### src/rtl/button_event_pkg.sv
// Shared types and helpers for the push-button event generator.
package button_event_pkg;

    typedef enum logic [1:0] {
        IDLE   = 2'd0,
        HOLD   = 2'd1,
        REPEAT = 2'd2
    } key_state_t;

    function automatic int unsigned max_u(input int unsigned a, input int unsigned b);
        return (a > b) ? a : b;
    endfunction

endpackage

### src/rtl/button_event_one.sv
// Single-key event FSM: turns one debounced level into press/release/long/repeat pulses.
module button_event_one
    import button_event_pkg::*;
#(
    parameter int unsigned LONG_TICKS   = 800,
    parameter int unsigned REPEAT_TICKS = 150
) (
    input  logic clk,
    input  logic reset,
    input  logic tick,
    input  logic key_in,
    output logic press,
    output logic release_evt,
    output logic long_press,
    output logic repeat_evt,
    output logic held
);

    localparam int unsigned CNT_W = $clog2(max_u(LONG_TICKS, REPEAT_TICKS) + 1);

    key_state_t       state, state_nxt;
    logic [CNT_W-1:0] cnt, cnt_nxt, cnt_inc;
    logic             press_c, release_c, long_c, repeat_c, held_c;

    // State, tick counter and registered event outputs
    always_ff @(posedge clk) begin
        if (reset) begin
            state       <= IDLE;
            cnt         <= '0;
            press       <= 1'b0;
            release_evt <= 1'b0;
            long_press  <= 1'b0;
            repeat_evt  <= 1'b0;
            held        <= 1'b0;
        end else begin
            state       <= state_nxt;
            cnt         <= cnt_nxt;
            press       <= press_c;
            release_evt <= release_c;
            long_press  <= long_c;
            repeat_evt  <= repeat_c;
            held        <= held_c;
        end
    end

    assign cnt_inc = cnt + CNT_W'(1);

    // Next state; a release always wins over a threshold tick in the same cycle
    always_comb begin
        state_nxt = state;
        cnt_nxt   = cnt;
        press_c   = 1'b0;
        release_c = 1'b0;
        long_c    = 1'b0;
        repeat_c  = 1'b0;
        case (state)
            IDLE: begin
                if (key_in) begin
                    press_c   = 1'b1;
                    cnt_nxt   = '0;
                    state_nxt = HOLD;
                end
            end
            HOLD: begin
                if (!key_in) begin
                    release_c = 1'b1;
                    cnt_nxt   = '0;
                    state_nxt = IDLE;
                end else if (tick) begin
                    if (cnt_inc == CNT_W'(LONG_TICKS)) begin
                        long_c    = 1'b1;
                        cnt_nxt   = '0;
                        state_nxt = REPEAT;
                    end else begin
                        cnt_nxt = cnt_inc;
                    end
                end
            end
            REPEAT: begin
                if (!key_in) begin
                    release_c = 1'b1;
                    cnt_nxt   = '0;
                    state_nxt = IDLE;
                end else if (tick) begin
                    if (cnt_inc == CNT_W'(REPEAT_TICKS)) begin
                        repeat_c = 1'b1;
                        cnt_nxt  = '0;
                    end else begin
                        cnt_nxt = cnt_inc;
                    end
                end
            end
            default: begin
                state_nxt = IDLE;
                cnt_nxt   = '0;
            end
        endcase
        held_c = (state_nxt != IDLE);
    end

endmodule

### src/rtl/button_event_gen.sv
// Shared millisecond prescaler plus one independent event FSM per key.
// release/repeat are reserved words, so those event ports carry an _evt suffix.
module button_event_gen #(
    parameter int unsigned N_KEYS       = 4,
    parameter int unsigned TICK_DIV     = 27000,
    parameter int unsigned LONG_TICKS   = 800,
    parameter int unsigned REPEAT_TICKS = 150
) (
    input  logic              clk,
    input  logic              reset,
    input  logic [N_KEYS-1:0] key_in,
    output logic [N_KEYS-1:0] press,
    output logic [N_KEYS-1:0] release_evt,
    output logic [N_KEYS-1:0] long_press,
    output logic [N_KEYS-1:0] repeat_evt,
    output logic [N_KEYS-1:0] held
);

    localparam int unsigned PRE_W = (TICK_DIV > 1) ? $clog2(TICK_DIV) : 1;

    logic [PRE_W-1:0] presc;
    logic             tick;

    assign tick = (presc == PRE_W'(TICK_DIV - 1));

    // Free-running prescaler, wraps on the tick cycle
    always_ff @(posedge clk) begin
        if (reset) begin
            presc <= '0;
        end else if (tick) begin
            presc <= '0;
        end else begin
            presc <= presc + PRE_W'(1);
        end
    end

    for (genvar g = 0; g < N_KEYS; g++) begin : g_key
        button_event_one #(
            .LONG_TICKS  (LONG_TICKS),
            .REPEAT_TICKS(REPEAT_TICKS)
        ) u_key (
            .clk        (clk),
            .reset      (reset),
            .tick       (tick),
            .key_in     (key_in[g]),
            .press      (press[g]),
            .release_evt(release_evt[g]),
            .long_press (long_press[g]),
            .repeat_evt (repeat_evt[g]),
            .held       (held[g])
        );
    end

endmodule

### config.mk
export PLATFORM = sky130hd
export DESIGN_NAME = button_event_gen
export DESIGN_NICKNAME = d
export VERILOG_FILES = /design/src/rtl/button_event_pkg.sv /design/src/rtl/button_event_one.sv /design/src/rtl/button_event_gen.sv
export SDC_FILE = /design/constraint.sdc
export NUM_CORES = 1
export LEC_CHECK = 0
export BUFFER_PORTS_ARGS = -buffer_cell sky130_fd_sc_hd__buf_2
export CAP_MARGIN = 30
export CORE_ASPECT_RATIO = 0.5
export CORE_MARGIN = 4
export CORE_UTILIZATION = 40
export CTS_CLUSTER_DIAMETER = 200
export DETAILED_ROUTE_END_ITERATION = 7
export GPL_ROUTABILITY_DRIVEN = 1
export PLACE_DENSITY = 0.56
export RECOVER_POWER = 100
export SYNTH_ARGS = -nofsm -noshare
export SYNTH_HDL_FRONTEND = slang
export SYNTH_SLANG_ARGS = --single-unit
### constraint.sdc
create_clock -name clk -period 5.42 [get_ports clk]
set_input_delay 0 -clock clk [delete_from_list [all_inputs] [get_ports clk]]
set_output_delay 0 -clock clk [all_outputs]
set_load 0.005 [all_outputs]
Word level (Yosys, flattened, before mapping) --
Cells that the tools add are included.
Cells by class: add/subtract/negate cells 5, equal/unequal tests 29, multiplexer cells 72, bitwise logic cells 21, reduce and logical (&&, ||, !) cells 33
Operator list (count):
- 10-bit two-way mux | 28
- 10-bit case mux with 3 select lines | 4
- 10-bit by 1-bit adder with 10-bit output (second input constant) | 4
- 10-bit equality test (second input constant) | 4
- 10-bit by 8-bit equality test with 1-bit output (second input constant) | 4
- 2-bit two-way mux | 20
- 4-bit OR reduction | 8
- 2-bit OR reduction | 13
- 2-bit case mux with 3 select lines | 4
- 1-bit inverter | 21
- 3-bit != test (second input constant) | 6
- 1-bit two-way mux | 16
- 15-bit by 1-bit adder with 15-bit output (second input constant) | 1
- 15-bit equality test (second input constant) | 1
- 3-bit AND reduction | 4
- 2-bit by 1-bit equality test with 1-bit output (second input constant) | 4
- 2-bit equality test (second input constant) | 4
- 2-bit zero test | 4
- 2-bit != test (second input constant) | 4
- 2-bit nonzero test | 4
- 3-bit by 2-bit != test with 1-bit output (second input constant) | 2
Word-level totals: register bits after elaboration 83, output and inout port bits 20, logic and storage cells 189

Depth between registers and ports, before layout --
depth after elaboration 7, gate-level depth with buffers 10, gate-level depth less buffers 9

Cells and area by module --
A second synthesis with hierarchy kept.
Unflattened totals: cell total of the unflattened synthesis 653, area, all modules 5328.9 µm²
By module, submodules not included:
- button_event_one at g_key[0].u_key ... | times used 3, cells each 142, area an instance 1138.6 µm², seq. area each 340.3 µm²
- button_event_one at g_key[3].u_key | times used 1, cells each 149, area an instance 1214.9 µm², seq. area each 340.3 µm²
- button_event_gen | times used 1, cells each 78, area an instance 698.2 µm², seq. area each 300.3 µm²

Worst setup path before layout --
No wires, ideal clock.
path type register -> register, start point reg g_key[1].u_key.cnt[0], end point reg g_key[1].u_key.cnt[3], library setup time 0.120 ns, arrival 2.428 ns, path slack 2.873 ns, cell stages (with the launch flop) 10, clock period less this slack 2.547 ns, cell sequence dfxtp_1 ha_1 nand3_1 or4b_1 a21o_1 a211oi_1 a21o_1 buf_4 nor2_1 a211o_1
Between the ends: word-level cells in the longest chain between the ends 6
Ends and longest elaborated chain:
- start: declaration | line button_event_one.sv:22 | logic [CNT_W-1:0] cnt, cnt_nxt, cnt_inc;
- start signal: assignment | line button_event_one.sv:37 | cnt <= cnt_nxt;
- 10-bit by 1-bit adder with 10-bit output * | line button_event_one.sv:46 | assign cnt_inc = cnt + CNT_W'(1);
- 10-bit by 8-bit equality test with 1-bit output or 10-bit equality test (tied branches) | line button_event_one.sv:85, button_event_one.sv:70
- 10-bit two-way mux, on equally long branches | line button_event_one.sv:85, button_event_one.sv:70
- 10-bit two-way mux, on equally long branches | line button_event_one.sv:84, button_event_one.sv:69
- 10-bit two-way mux, on equally long branches | line button_event_one.sv:80, button_event_one.sv:65
- 10-bit case mux with 3 select lines * | line button_event_one.sv:56 | case (state)
Every way passes the cells marked *; elsewhere a longest branch is shown, timed or not. The select of a mux whose other input is x is not followed. A chain may end at the register's enable or synchronous reset.

Worst setup path in the final report --
start point reg presc[10], end point reg g_key[1].u_key.cnt[4]
Between the ends: word-level cells in the longest chain between the ends 3
Ends and longest elaborated chain:
- start: declaration | line button_event_gen.sv:21 | logic [PRE_W-1:0] presc;
- start signal: assignment | line button_event_gen.sv:33 | presc <= presc + PRE_W'(1);
- 15-bit equality test * | line button_event_gen.sv:24 | assign tick = (presc == PRE_W'(TICK_DIV - 1));
- 3-bit != test (no line)
- 3-bit AND reduction (no line) *
Every way passes the cells marked *; elsewhere a longest branch is shown, timed or not.

==> metrics <==
status finished, final reports clean; clock skew 0.00865 ns; Final #Nets 642; yosys warns 0; CTS max path bufs 2; Final Cycle Share 0.643; core box area 12,100 um^2; DR pass1 iterations 4; clk_lat worst skew 0.34 ns; most common cell in the netlist dfxtp_1; Clock Sinks 83; reg2reg path depth 7; CP arrival 3.75 ns; die area 14,500 um^2; number of buffers created by CTS 9; CP Data Required Time 5.69 ns; total setup buffers inserted after CTS 0; setup_tns 0 ns; crit path launch type register; Synth area leaders dfxtp_1 33%, ha_1 6.2%, nand2_1 4.8%; clock slew at reported path FFs 0.06 ns; CTS H-tree lvls 3; Root Driver clkbuf_16; Worst Hold Class in -> reg; CP max FO 13; cell area after layout 5380 um^2; initial core utilization 0.417; Max-slew headroom 0.232; vias after detailed routing 4,261; Ant. Diodes 0; synth-to-layout area growth 6.96%; number of flops mapped to enable cells by yosys 0; first-pass GRT wire length 19,300 um; leak pwr 0.00202 uW; chip width 167 um; Hold Fails Final Rpt 0; gr ovfl total 0; final setup fails 0; largest net degree at the start of global routing 31; flops & latches, synth 83; synth cell count leaders 83 x dfxtp_1, 64 x nand2_1, 52 x nor2_1; Peak Freq 0.287 GHz; Peak supply drop 140 uV; RSZ-0062 raised after global routing false; # DRC 0; syn avg cell area 8.08 um^2; Unique masters post-synth 76; top cell type's share of synthesized area 0.330; ys flop type dfxtp_1; WL/cell 14.2 um; vias per cell 5.46; non-filler cells, final 781; Post-Place Cell Area 5070 um^2; area leader, netlist dfxtp_1; Resized Gates After CTS 0; fillers 1,250; Top Ports 26; Rows 28; endpoint type of the worst setup path register; # placed instances 761; final design utilization 0.447; Syn Inst Count 623; asr flop ratio synth 0; Post-DRT Antenna Nets 0; vias in the first global route 4,081; IO Port Bufs 25; Max-cap violations 0; worst slew pin tran 1.15 ns; layout cell share with drive strength beyond 1 0.0633; Final Routed Wirelength 11,100 um; P per Cell Area 265 nW/um^2; CTS tree yes; fin crit period 3.48 ns; share of the yosys chip area belonging to registers 0.330; Post-CTS Hold Buffers 4; WS Path Type reg -> reg; dpl hpwl 7930 um; hold path cells 2; antenna violations before repair 0; synthesized cell area 5030 um^2; Synthesized Nets 654; GRT Total Usage 0.159; fin. max-slew vios 0; Initial DRC Count 188; Die Y 87.3 um; GPL Wtd Cong 0.805
## cell type report
class / instances / area, um^2 / share of cell area
multi-input combinational: 466 / 2930 / 0.544
sequential: 83 / 1660 / 0.309
clock buffer: 10 / 239 / 0.0444
tap: 165 / 206 / 0.0384
timing repair buffer: 29 / 154 / 0.0286
clock inverter: 6 / 113 / 0.0209
inverter: 22 / 82.6 / 0.0153
## routing by layer
metal  routed length [um]  part of all wire  GRT usage
met1                 5820              0.53      0.215
met2                 4830              0.44      0.256
met3                  358             0.032     0.0444
met4                   55            0.0050     0.0364
met5                    0                 0          0
## worst max-delay path: stages, from the launching register on
cell and delay (ns):
dfxtp_1 0.35, or4_1 0.56, or4_1 0.82, nor2_1 0.47
o311ai_0 0.46, a21o_1 0.40, nand2b_1 0.19, a31oi_1 0.15
## cell families after synthesis
family,synth area share
fa+ha+maj,0.0622
simple gates,0.311
mux,0.00423
xor+xnor,0.0435
compound gates,0.175
flops,0.330
buf+inv,0.0736
## state kept, by name, summed over array words and instances, names as in the netlist
register                 count
g_key.u_key.long_press       4
g_key.u_key.release_evt      4
g_key.u_key.held             4
g_key.u_key.state            8
g_key.u_key.repeat_evt       4
presc                       15
g_key.u_key.press            4
g_key.u_key.cnt             40
## power breakdown
part	switching, uW	total [uW]	internal, uW	leakage (uW)
sequential	7.25	628	621	0.000672
combinational	48.2	77.0	28.8	0.00117
clock	258	721	464	0.000173
## metrics by stage
stage,hold slack (ns),worst slack (ns),total power (uW)
6_report,0.137,1.94,1430
5_1_grt,0.171,1.66,1480
4_1_cts,0.157,2.50,1450
3_5_place_dp,0.262,2.51,718
3_3_place_gp,0.265,2.60,718
2_1_floorplan,0.0724,2.87,701
## layout by cell type (no fill, tap or decap), drive strengths merged, types with 9 or more instances in the layout
cell type and n:
xnor2 11, buf 16, nor3 25, nand2 64
nor2b 11, and3 15, nand2b 9, or3 13
xor2 14, nor4 9, ha 25, inv 22
nand4 13, nor2 53, a21oi 18, o21a 9
clkbuf 19, o21ai 33, dfxtp 83, nand3 32
## final timing paths
check             slack [ns]      start               endpoint
setup / recovery        1.94  presc[10]  g_key[1].u_key.cnt[4]
hold / removal          0.14      reset  g_key[2].u_key.cnt[9]
setup reg to reg        1.94  presc[10]  g_key[1].u_key.cnt[4]
hold reg to reg         0.48   presc[0]               presc[0]
Note: power is estimated with default switching activity, not from simulation.
